`config.mk`:
```
export PLATFORM = sky130hd
export DESIGN_NAME = pixel_stream_assembler
export DESIGN_NICKNAME = d
export VERILOG_FILES = /design/src/rtl/pixel_stream_assembler.sv
export SDC_FILE = /design/constraint.sdc
export NUM_CORES = 1
export LEC_CHECK = 0
export BUFFER_PORTS_ARGS = -buffer_cell sky130_fd_sc_hd__buf_4
export CORE_MARGIN = 3
export CORE_UTILIZATION = 55
export CTS_CLUSTER_DIAMETER = 100
export DETAILED_ROUTE_END_ITERATION = 6
export GPL_TIMING_DRIVEN = 0
export HOLD_SLACK_MARGIN = 0.12
export PLACE_DENSITY = 0.73
export SYNTH_ARGS = -nofsm -noshare
export SYNTH_HDL_FRONTEND = slang
export SYNTH_SLANG_ARGS = --single-unit
```
`constraint.sdc`:
```
create_clock -name system_clock -period 3.6 [get_ports system_clock]
set_input_delay 0.54 -clock system_clock [delete_from_list [all_inputs] [get_ports system_clock]]
set_output_delay 0.54 -clock system_clock [all_outputs]
set_load 0.01 [all_outputs]
```
`src/rtl/pixel_stream_assembler.sv`:
```
// pixel_stream_assembler
// Packs MCU bus data bytes into PIXEL_WIDTH-bit pixels and queues them in a
// FIFO_DEPTH-entry FIFO. The head pixel is delivered over a valid/ready handshake.
// Every output is driven from a flop, so no combinational path runs from byte_* to pixel_*.
//
// Optional feature: define PIXEL_STREAM_ASSEMBLER_COUNTER_EN to add the pixel_count output.
//
// Ports:
//   system_clock    : sole clock; all state changes on the rising edge
//   reset_n         : asynchronous active-low reset
//   byte_valid      : byte_data / byte_is_command are valid this cycle
//   byte_data       : incoming bus byte
//   byte_is_command : 1 = command byte (restarts assembly), 0 = pixel data byte
//   enable          : 0 = data bytes are ignored
//   pixel_valid     : FIFO head is valid
//   pixel_data      : FIFO head pixel
//   pixel_ready     : consumer accepts the head pixel
//   fifo_level      : current FIFO occupancy, 0..FIFO_DEPTH
//   partial         : a pixel is part-way through assembly
//   overflow        : sticky; a pixel was dropped because the FIFO was full
//   clear_overflow  : clears overflow (a new overflow in the same cycle wins)
//   pixel_count     : (optional) pixels written to the FIFO, wraps at 16 bits
module pixel_stream_assembler #(
  parameter int unsigned PIXEL_WIDTH = 12,
  parameter int unsigned FIFO_DEPTH  = 8
) (
  input  logic                          system_clock,
  input  logic                          reset_n,
  input  logic                          byte_valid,
  input  logic [7:0]                    byte_data,
  input  logic                          byte_is_command,
  input  logic                          enable,
  output logic                          pixel_valid,
  output logic [PIXEL_WIDTH-1:0]        pixel_data,
  input  logic                          pixel_ready,
  output logic [$clog2(FIFO_DEPTH):0]   fifo_level,
  output logic                          partial,
  output logic                          overflow,
  input  logic                          clear_overflow
`ifdef PIXEL_STREAM_ASSEMBLER_COUNTER_EN
  ,output logic [15:0]                  pixel_count
`endif
);

  localparam int unsigned BPP     = (PIXEL_WIDTH + 7) / 8;
  localparam int unsigned R       = PIXEL_WIDTH - 8 * (BPP - 1);
  localparam int unsigned PHASE_W = (BPP > 1) ? $clog2(BPP) : 1;
  localparam int unsigned AW      = $clog2(FIFO_DEPTH);
  localparam int unsigned LW      = AW + 1;

  logic [PHASE_W-1:0]     phase, phase_next;
  logic [PIXEL_WIDTH-1:0] assembly, assembly_next;
  logic [PIXEL_WIDTH-1:0] new_pixel, head_next;
  logic [PIXEL_WIDTH-1:0] mem [FIFO_DEPTH];
  logic [AW-1:0]          wr_ptr, rd_ptr, rd_ptr_next;
  logic [LW-1:0]          level_next;
  logic                   data_acc, cmd_acc, last_byte;
  logic                   wr_req, wr_en, pop, full, drop;

  // Byte assembly, FIFO control and next-state computation
  always_comb begin
    data_acc      = byte_valid & ~byte_is_command & enable;
    cmd_acc       = byte_valid & byte_is_command;
    last_byte     = (phase == PHASE_W'(BPP - 1));
    phase_next    = phase;
    assembly_next = assembly;
    wr_req        = 1'b0;
    // The low R bits of the assembly register are never written by earlier
    // bytes, so the last byte supplies them directly.
    new_pixel          = assembly;
    new_pixel[R-1:0]   = byte_data[R-1:0];

    if (cmd_acc) begin
      phase_next    = '0;
      assembly_next = '0;
    end else if (data_acc) begin
      if (last_byte) begin
        wr_req     = 1'b1;
        phase_next = '0;
      end else begin
        phase_next = phase + PHASE_W'(1);
        for (int k = 0; k < int'(BPP) - 1; k++) begin
          if (phase == PHASE_W'(k))
            assembly_next[PIXEL_WIDTH-1-8*k -: 8] = byte_data;
        end
      end
    end

    pop         = pixel_valid & pixel_ready;
    full        = (fifo_level == LW'(FIFO_DEPTH));
    wr_en       = wr_req & (~full | pop);
    drop        = wr_req & full & ~pop;
    level_next  = fifo_level + LW'(wr_en) - LW'(pop);
    rd_ptr_next = pop ? rd_ptr + AW'(1) : rd_ptr;
    // The new head is the incoming pixel when it lands in the slot the read
    // pointer will point to; otherwise it is already in the array.
    head_next   = (wr_en && (wr_ptr == rd_ptr_next)) ? new_pixel : mem[rd_ptr_next];
  end

  // Control and output registers
  always_ff @(posedge system_clock or negedge reset_n) begin
    if (!reset_n) begin
      phase       <= '0;
      assembly    <= '0;
      wr_ptr      <= '0;
      rd_ptr      <= '0;
      fifo_level  <= '0;
      pixel_valid <= 1'b0;
      pixel_data  <= '0;
      partial     <= 1'b0;
      overflow    <= 1'b0;
    end else begin
      phase       <= phase_next;
      assembly    <= assembly_next;
      rd_ptr      <= rd_ptr_next;
      fifo_level  <= level_next;
      pixel_valid <= (level_next != '0);
      partial     <= (phase_next != '0);
      if (wr_en)
        wr_ptr <= wr_ptr + AW'(1);
      if (level_next != '0)
        pixel_data <= head_next;
      if (drop)
        overflow <= 1'b1;
      else if (clear_overflow)
        overflow <= 1'b0;
    end
  end

  // Pixel storage; contents are don't-care until written
  always_ff @(posedge system_clock) begin
    if (wr_en)
      mem[wr_ptr] <= new_pixel;
  end

`ifdef PIXEL_STREAM_ASSEMBLER_COUNTER_EN
  // Count of pixels accepted into the FIFO; any command byte restarts it
  always_ff @(posedge system_clock or negedge reset_n) begin
    if (!reset_n)
      pixel_count <= '0;
    else if (cmd_acc)
      pixel_count <= '0;
    else if (wr_en)
      pixel_count <= pixel_count + 16'd1;
  end
`endif

endmodule

```
* After elaboration in Yosys (flattened, before gate mapping)
Memories as Yosys holds them, arrays and structs flattened. A register that Yosys moved wholly into a read port is not among the register bits.
Cells that the tools add are included.
** Operators by class
- Add/sub/neg operators :: 5
- Multiplexer cells :: 14
- Eq/ne operators :: 2
- Reductions and logical operators :: 5
- Bitwise gates (word level) :: 11
** Operators with widths (number)
- $mux 8 :: 3
- $mux 1 :: 10
- $and 1x1->1 :: 7
- $add 3x1->3 const B :: 2
- $add 4x1->4 :: 1
- $eq 4x4->1 const B :: 1
- $reduce_bool 2->1 :: 2
- $reduce_bool 4->1 :: 1
- $sub 4x1->4 :: 1
- $mux 3 :: 1
- $not 1->1 :: 3
- $ne 2x1->1 const B :: 1
- $reduce_and 2->1 :: 1
- $add 1x1->1 const B :: 1
- $logic_not 1->1 :: 1
- $or 1x1->1 :: 1
** Storage, ports and cells
- Input bits :: 15
- Memories :: 1
- Word-level logic and storage cells :: 45
- Register bits :: 21
- Memory bits (writable) :: 96
- Output and inout port bits :: 19
** Memories
- mem :: depth 8, bits a word 12, read ports 1, clocked after Yosys merged registers in 1, write ports 1, RTL line 54 : logic [PIXEL_WIDTH-1:0] mem [FIFO_DEPTH];

* Depth between registers and ports, before layout
Gate-level depths: netlist of run 1.
- Word-level depth :: 9
- Depth in mapped cells :: 14

* Least setup slack after synthesis of run 1
No wires, ideal clock.
- Path type :: input port to flip-flop
- From :: in byte_is_command
- To :: reg pixel_data[10], read port of mem
- Required time :: 3459 ps
- Stages on the path :: 13
- Buffers on the path :: 2
- Arrival time :: 3110 ps
- Slack :: 349 ps
- Path through :: buf_4 -> nand4b_2 -> nand2_1 -> nand2_1 -> ha_1 -> fa_1 -> xor2_1 -> nor4_1 -> mux2i_1 -> or4b_4 -> buf_6 -> o22ai_1 -> a31oi_1
** Between the ends
- Longest elaborated chain between the ends :: 9
** RTL lines
- start, declared :: RTL line 31 : input logic byte_is_command,
- $not 1->1 :: RTL line 62 : data_acc = byte_valid & ~byte_is_command & enable;
- $and 1x1->1 (2 in series) :: RTL line 62
- $mux 1 :: RTL line 76 : end else if (data_acc) begin
- $mux 1 (*) :: RTL line 73 : if (cmd_acc) begin
- $and 1x1->1 (*) :: RTL line 91 : wr_en = wr_req & (~full | pop);
- $add 4x1->4 (*) :: RTL line 93 : level_next = fifo_level + LW'(wr_en) - LW'(pop);
- $sub 4x1->4 (*) :: RTL line 93
- via level_next[2] :: RTL line 56 : logic [LW-1:0] level_next;
- $reduce_bool 4->1 (*) :: RTL line 121 : if (level_next != '0)
- end, declared :: RTL line 34 : output logic [PIXEL_WIDTH-1:0] pixel_data,
Mark *: on every way through the listed nets, which the timed path passes. The rest lies on a longest branch.
A chain may end at the register's enable or synchronous reset.

* Final worst setup path of run 1
- From :: reg pixel_valid
- To :: reg pixel_data[9], read port of mem
** Between the ends
- Longest elaborated chain between the ends :: 6
** RTL lines
- start, declared :: RTL line 33 : output logic pixel_valid,
- start signal, assigned :: RTL line 117 : pixel_valid <= (level_next != '0);
- $and 1x1->1 (*) :: RTL line 89 : pop = pixel_valid & pixel_ready;
- $or 1x1->1 :: RTL line 91
- $and 1x1->1 :: RTL line 91
- $add 4x1->4 :: RTL line 93
- $sub 4x1->4 (*) :: RTL line 93
- via level_next[2] :: RTL line 56
- $reduce_bool 4->1 (*) :: RTL line 121
Marked as above.

==> results.ini, run 1 <==
[min_path]
whs_path_depth = 2
hp-class = input port to register
min-delay-start = clear_overflow
hold_end = overflow

[floorplan]
initial_core_util = 0.5775
fp.coreArea_sq_um = 9459
die_height_microns = 105.7
die-area_sq_um = 11160
io_pins = 34
core.rowCount = 35
die_w_microns = 105.7

[yosys]
synth_edf_count = 96
syn_area_per_cell_sq_um = 17.12
synth_commonest_cells = edfxtp_1, dfrtp_1, mux2i_1
ys_seq_area_frac = 0.6789
synth_ff_type = edfxtp_1
synth_area_leaders = edfxtp_1, dfrtp_1, mux4_2
synth-async-reset-ratio = 0.2558
synthCells = 319
ys_ff_latch = 129
synth_area_sq_um = 5463
yosysMostFrequentCell = edfxtp_1
yosysTopAreaCell = edfxtp_1
synth_nets = 341
synth.lib_cells_used.distinct = 53
yosys.area.top_type_share = 0.5277
yosys_warnings = 0

[drt]
first_iter_violations = 226
met1_length_microns = 4731
remaining_drc_errors = 0
wl_per_cell_microns = 21.34
maxUsedRoutingLayer = met4
drt-total-wl_microns = 11080
vias = 3108
vias_per_cell = 5.988
antenna_left = 0
dr_wl_met2_microns = 5713
first_pass_iters = 5
routed-wl-met3_microns = 418

[setup_path]
worstPathRequired_ps = 3980
r2r_end = pixel_data[9]
critPathLaunchType = register
crit_path_start = pixel_valid
path_class = register to register
reg2reg_slack_ps = 240
cp_max_fo = 10
end_kind = register
rr_startpoint = pixel_valid
cp.arrival_ps = 3740
r2r_cells = 13

[timing]
final_hold_viol_count = 0
slew_violations = 0
fmax_mhz = 297.3
fin_skew_ps = 7.241
worstMarginPinSlew_ps = 1314
setup_viol = 0
finalCriticalPeriod_ps = 3364
relSlewSlack = 0.1207
rsz0062_at_grt = false
fin_crit_sh = 0.9344
tns_ps = 0

[power_and_ir_drop]
swShare = 0.3226
ir_drop_v = 0.0003796
power_density_nw_per_um2 = 830.1
p_sw_w = 0.001757
clockPowerShare = 0.308
combPwrFrac = 0.334
sequentialPowerShare = 0.358
p_leak_nw = 2.457
internal_power_w = 0.003690
totalPowerFinal_w = 0.005447

[cts]
cts_root_buf = clkbuf_8
postCtsSetupRepairBufs = 0
cts_buffers = 17
htree_levels = 4
cts_tree = yes
clk_pin_slew_ps = 60
clockBufferDepth = 2
clock_sink_count = 129
clkLatencyLatePin_ps = 510

[grt]
grt_pass1_wl_microns = 17360
grt_pass1_vias = 3157
antenna_found_initial = 0
grt_usage = 0.2116
grt-ovfl-total = 0
grt_start_max_net_pins = 34

[finish]
fin_nets = 399
post-route-util = 0.6937
area_growth_pct = 20.11
design_area_sq_um = 6561
diodes = 0
n_fill_cell = 619
drive_gt1_frac = 0.2923

[place]
placed_cell_area_sq_um = 5962
hpwl_microns = 7366
port_buffers = 32
gp_congestion = 0.7562

[run_status]
status = complete, no violations

[flow_run]
drv_cap = 0

==> per-layer routing <==
| layer | vias up | track usage |
|---|---|---|
| li1 | 1406 | - |
| met1 | 1591 | 0.2752 |
| met2 | 89 | 0.3529 |
| met3 | 22 | 0.04225 |
| met4 | 0 | 0.08233 |
| met5 | - | 0 |
==> worst max-delay path by stage <==
stage | end | slack, ps
after detailed placement | pixel_data[9] | -90
after global placement | mem[4][10] | -250
after global routing | pixel_data[5] | 20
after CTS | pixel_data[10] | 190
after floorplan | pixel_data[10] | 350
final | pixel_data[9] | 240
==> placed cells by master, fill, tap and decap left out, types with 8 or more instances in the layout <==
master / Yosys / routed
edfxtp_1: 96 / 96
mux2i_1: 21 / 21
a22oi_1: 8 / 8
nand2_1: 20 / 20
buf_6: 2 / 8
o22ai_1: 9 / 9
mux4_2: 10 / 10
buf_4: 1 / 33
inv_1: 8 / 8
clkbuf_16: 0 / 16
dfrtp_1: 33 / 33
a21oi_1: 10 / 10
o2bb2ai_1: 9 / 9
==> worst max-delay path: stages (launching register included) <==
cell and delay [ps]:
dfrtp_1 470, and2_4 200, buf_6 140, nand2_1 130
nand2_1 70, ha_1 210, fa_1 380, xor2_1 250
nor4b_1 90, mux2i_1 370, or4b_4 550, buf_6 180
o22ai_1 130, a31oi_1 60
==> cell families after synthesis <==
logic type / Yosys count / synth area share
and+or+nand+nor: 53 / 0.05451
muxes: 39 / 0.1154
buffers and inverters: 23 / 0.02634
DFF: 129 / 0.6789
AOI/OAI and AO/OA: 59 / 0.08292
adders and majority gates: 7 / 0.01741
xor gates and xnor gates: 9 / 0.02451
==> final cells by class <==
| class | count | area [sq um] | share of cell area |
|---|---|---|---|
| plain buffers | 14 | 111.4 | 0.01697 |
| well taps | 129 | 161.4 | 0.02460 |
| repair buffers | 39 | 317.8 | 0.04844 |
| flip-flops and latches | 129 | 3709 | 0.5652 |
| inverters | 9 | 33.78 | 0.005149 |
| clock inverters | 15 | 173.9 | 0.02651 |
| multi-input cells | 167 | 1640 | 0.2500 |
| clock buffers | 17 | 414.1 | 0.06312 |
==> power by group through the flow <==
stage / clock network [W] / registers, W / logic (W)
final: 0.00168 / 0.00195 / 0.00182
after global routing: 0.00177 / 0.00197 / 0.00197
after CTS: 0.00170 / 0.00195 / 0.00183
after detailed placement: 0 / 0.00198 / 0.00181
after global placement: 0 / 0.00197 / 0.00175
after floorplan: 0 / 0.00199 / 0.00126
==> registers in the layout (all words and copies together), names as in the netlist <==
signal       cells
last_byte        1
overflow         1
assembly         8
wr_ptr           3
rd_ptr           3
pixel_valid      1
mem             96
fifo_level       4
pixel_data      12
==> timing repair <==
action / 4_1_cts / 5_1_grt
endpoints found under the setup margin: 0 / 2
resized for setup: 0 / 2
hold buffers: 1 / 0
endpoints found under the hold margin: 33 / 0
==> metrics by stage <==
step / hold slack (ps) / std cells / setup WS (ps)
after floorplan: 244.4 / 319 / 348.6
after global placement: 515.4 / 480 / -253.0
after detailed placement: 522.0 / 486 / -86.48
after CTS: 197.4 / 519 / 191.4
after global routing: 229.7 / 519 / 18.01
final: 223.5 / 519 / 236.1
Power figures use the tool's default switching activity.
==> inputs of run 2 (changes only) <==
--- a/config.mk
+++ b/config.mk
@@ -5,6 +5,7 @@
 export SDC_FILE = /design/constraint.sdc
 export NUM_CORES = 1
 export LEC_CHECK = 0
+export ABC_AREA = 1
 export BUFFER_PORTS_ARGS = -buffer_cell sky130_fd_sc_hd__buf_4
 export CORE_MARGIN = 3
 export CORE_UTILIZATION = 55
@@ -12,7 +13,7 @@
 export DETAILED_ROUTE_END_ITERATION = 6
 export GPL_TIMING_DRIVEN = 0
 export HOLD_SLACK_MARGIN = 0.12
-export PLACE_DENSITY = 0.73
+export PLACE_DENSITY = 0.72
 export SYNTH_ARGS = -nofsm -noshare
 export SYNTH_HDL_FRONTEND = slang
 export SYNTH_SLANG_ARGS = --single-unit
==> results.ini, run 2 <==
[cts]
cts_root_buf = clkbuf_8
htree_levels = 4  ; unchanged
cts_tree = yes
clock_sink_count = 129  ; unchanged
ctsHoldBuffers = 1  ; unchanged
cts_buffers = 17  ; unchanged
clk_pin_slew_ps = 60  ; about the same
clkLatencyLatePin_ps = 520  ; about the same
clockBufferDepth = 2  ; unchanged
cts_resized = 0  ; unchanged
postCtsSetupRepairBufs = 0  ; unchanged

[yosys]
synth_commonest_cells = nand2_1, nand3_1, edfxtp_1
synth_area_leaders = edfxtp_1, dfrtp_1, nand3_1
synth.lib_cells_used.distinct = 26  ; -51%
synth_area_sq_um = 5807  ; +6.3%
syn_area_per_cell_sq_um = 10.50  ; -39%
yosys.area.top_type_share = 0.4964  ; -0.03127
ys_seq_area_frac = 0.6387  ; -0.04023
yosysMostFrequentCell = nand2_1
synth_ff_type = edfxtp_1
synth-async-reset-ratio = 0.2558  ; unchanged
synth_edf_count = 96  ; unchanged
synthCells = 553  ; +73%
yosys_warnings = 0  ; unchanged
ys_ff_latch = 129  ; unchanged
yosysTopAreaCell = edfxtp_1
synth_nets = 575  ; +69%

[floorplan]
die_height_microns = 108.8  ; +2.9%
io_pins = 34  ; unchanged
core.rowCount = 36  ; +2.9%
die-area_sq_um = 11830  ; +5.9%
die_w_microns = 108.8  ; +2.9%
fp.coreArea_sq_um = 10000  ; +5.7%
initial_core_util = 0.5807  ; +0.003193

[timing]
finalCriticalPeriod_ps = 3269  ; -95.07 ps
setup_viol = 0  ; unchanged
setup_slack_ps = 331.2  ; +95.07 ps
relSlewSlack = 0.07656  ; -0.04414
tns_ps = 0  ; unchanged
rsz0062_at_grt = false
fin_crit_sh = 0.9080  ; -0.02641
final_hold_viol_count = 0  ; unchanged
fin_skew_ps = 7.443  ; +0.2026 ps
fmax_mhz = 305.9  ; +2.9%
worstMarginPinSlew_ps = 1380  ; +65.97 ps
slew_violations = 0  ; unchanged

[setup_path]
cp_max_fo = 10  ; unchanged
path_class = register to register
reg2reg_slack_ps = 330  ; +100 ps
worst-path-buf-inv = 4  ; +2
worstPathRequired_ps = 4050  ; +70 ps
critPathLaunchType = register
crit_path_frequent_cell = nand2_1
max_stage_delay_ps = 460  ; -90 ps
cp_top_family = simple AND/OR/NAND/NOR gates
end_kind = register
cpMaxStageDelayCell = fa_1
cp.arrival_ps = 3720  ; -20 ps
cp_cell_sequence = inv_1 -> nor3_1 -> nand2_1 -> inv_1 -> nand2_1 -> nand2_1 -> ha_1 -> fa_1 -> nor3_1 -> nand3_1 -> inv_1 -> clkbuf_1 -> nand2_1 -> nand2_1

[finish]
drive_gt1_frac = 0.1594  ; -0.1329
largestRegisters = mem: 96 flops, pixel_data: 12 flops, assembly: 8 flops
layout_commonest_cell = nand2_1
fin_nets = 630  ; +58%
layout_common_cells = nand2_1, nand3_1, edfxtp_1, inv_1, nand3b_1
post-route-util = 0.6833  ; -0.01034
area_growth_pct = 17.67
multiInputGateArea_sq_um = 1677  ; +2.2%
regMostFlops = mem
seq_area_sq_um = 3709  ; unchanged
largest_reg_flops = 96  ; unchanged
n_fill_cell = 759  ; +23%
diodes = 0  ; unchanged

[place]
hpwl_microns = 9728  ; +32%
place_ws_ps = 162.7  ; +249.2 ps
gp_congestion = 0.8645  ; +14%
port_buffers = 33  ; +3.1%

[power_and_ir_drop]
ir_drop_v = 0.0004327  ; +14%
p_leak_nw = 2.924  ; +19%
power_density_nw_per_um2 = 803.1  ; -3.2%

[flow_run]
drv_cap = 0  ; unchanged

[min_path]
hp-class = input port to register

[drt]
remaining_drc_errors = 0  ; unchanged
antenna_left = 0  ; unchanged
first_iter_violations = 402  ; +78%
first_pass_iters = 5  ; unchanged
vias = 4313  ; +39%
wl_per_cell_microns = 19.14  ; -10%
vias_per_cell = 5.720  ; -4.5%
drt-total-wl_microns = 14430  ; +30%

[grt]
grt_usage = 0.2607  ; +0.04911
antenna_found_initial = 0  ; unchanged
grt-ovfl-total = 0  ; unchanged
grt_start_max_net_pins = 34  ; unchanged
grt_pass1_wl_microns = 22600  ; +30%
grt_pass1_vias = 4293  ; +36%

[run_status]
status = complete, no violations

## run 2: cell types whose count changed in the layout (fill, tap and decap cells not counted), moves of 16 or more
cell,before,now
mux2i_1,21,0
nand3_1,7,104
nand3b_1,0,41
nand2_1,20,124
inv_1,8,73
o21ai_0,2,18
## run 2: cell families after synthesis
kind of cell / count (synthesis) / synth area share
compound gates: 23 / 0.02133
fa+ha+maj: 7 / 0.01638
simple gates: 292 / 0.2459
flops: 129 / 0.6387
buf+inv: 100 / 0.07477
xor+xnor: 2 / 0.003017
## run 2: path summary, 6_finish.rpt
path	start	end	cells past startpoint
min	clear_overflow	overflow	2
max	last_byte	pixel_data[0]	14
min in group asynchronous	reset_n	pixel_data[1]	2
max reg2reg	last_byte	pixel_data[0]	14
min reg2reg	pixel_data[3]	pixel_data[3]	2
max in group asynchronous	reset_n	assembly[5]	2
## run 2: per-stage QoR
stage / power (W) / hold slack [ps] / instance area [sq um] / std cells
finish: 0.005488 / 220.2 / 6833 / 754
global route: 0.005757 / 228.1 / 6833 / 754
CTS: 0.005469 / 211.0 / 6830 / 754
detailed placement: 0.003825 / 466.5 / 6254 / 721
global placement: 0.003764 / 474.4 / 6221 / 719
floorplan: 0.003149 / 244.4 / 5807 / 553
## run 2: final cells by class
cell class | instances | area share
flip-flops and latches | 129 | 0.5428
inverters | 74 | 0.04065
multi-input cells | 324 | 0.2454
repair buffers | 36 | 0.04102
plain buffers | 26 | 0.02289
well taps | 133 | 0.02435
clock buffers | 18 | 0.06263
clock inverters | 14 | 0.02033
## run 2: where the power goes
group	switching [W]	leakage (nW)	internal, W
registers	0.000150	1.26	0.00181
logic	0.00124	1.40	0.000652
clock network	0.000644	0.265	0.000997
total	0.00203	2.92	0.00346
## run 2: routing by layer
layer	routed length, microns	global-route usage	part of all wire	up-vias
met4	365	0.1109	0.025	0
met2	7066	0.4139	0.49	194
met5	0	0	0	-
met1	5860	0.3427	0.41	2111
met3	1138	0.06690	0.079	32
li1	-	-	-	1976
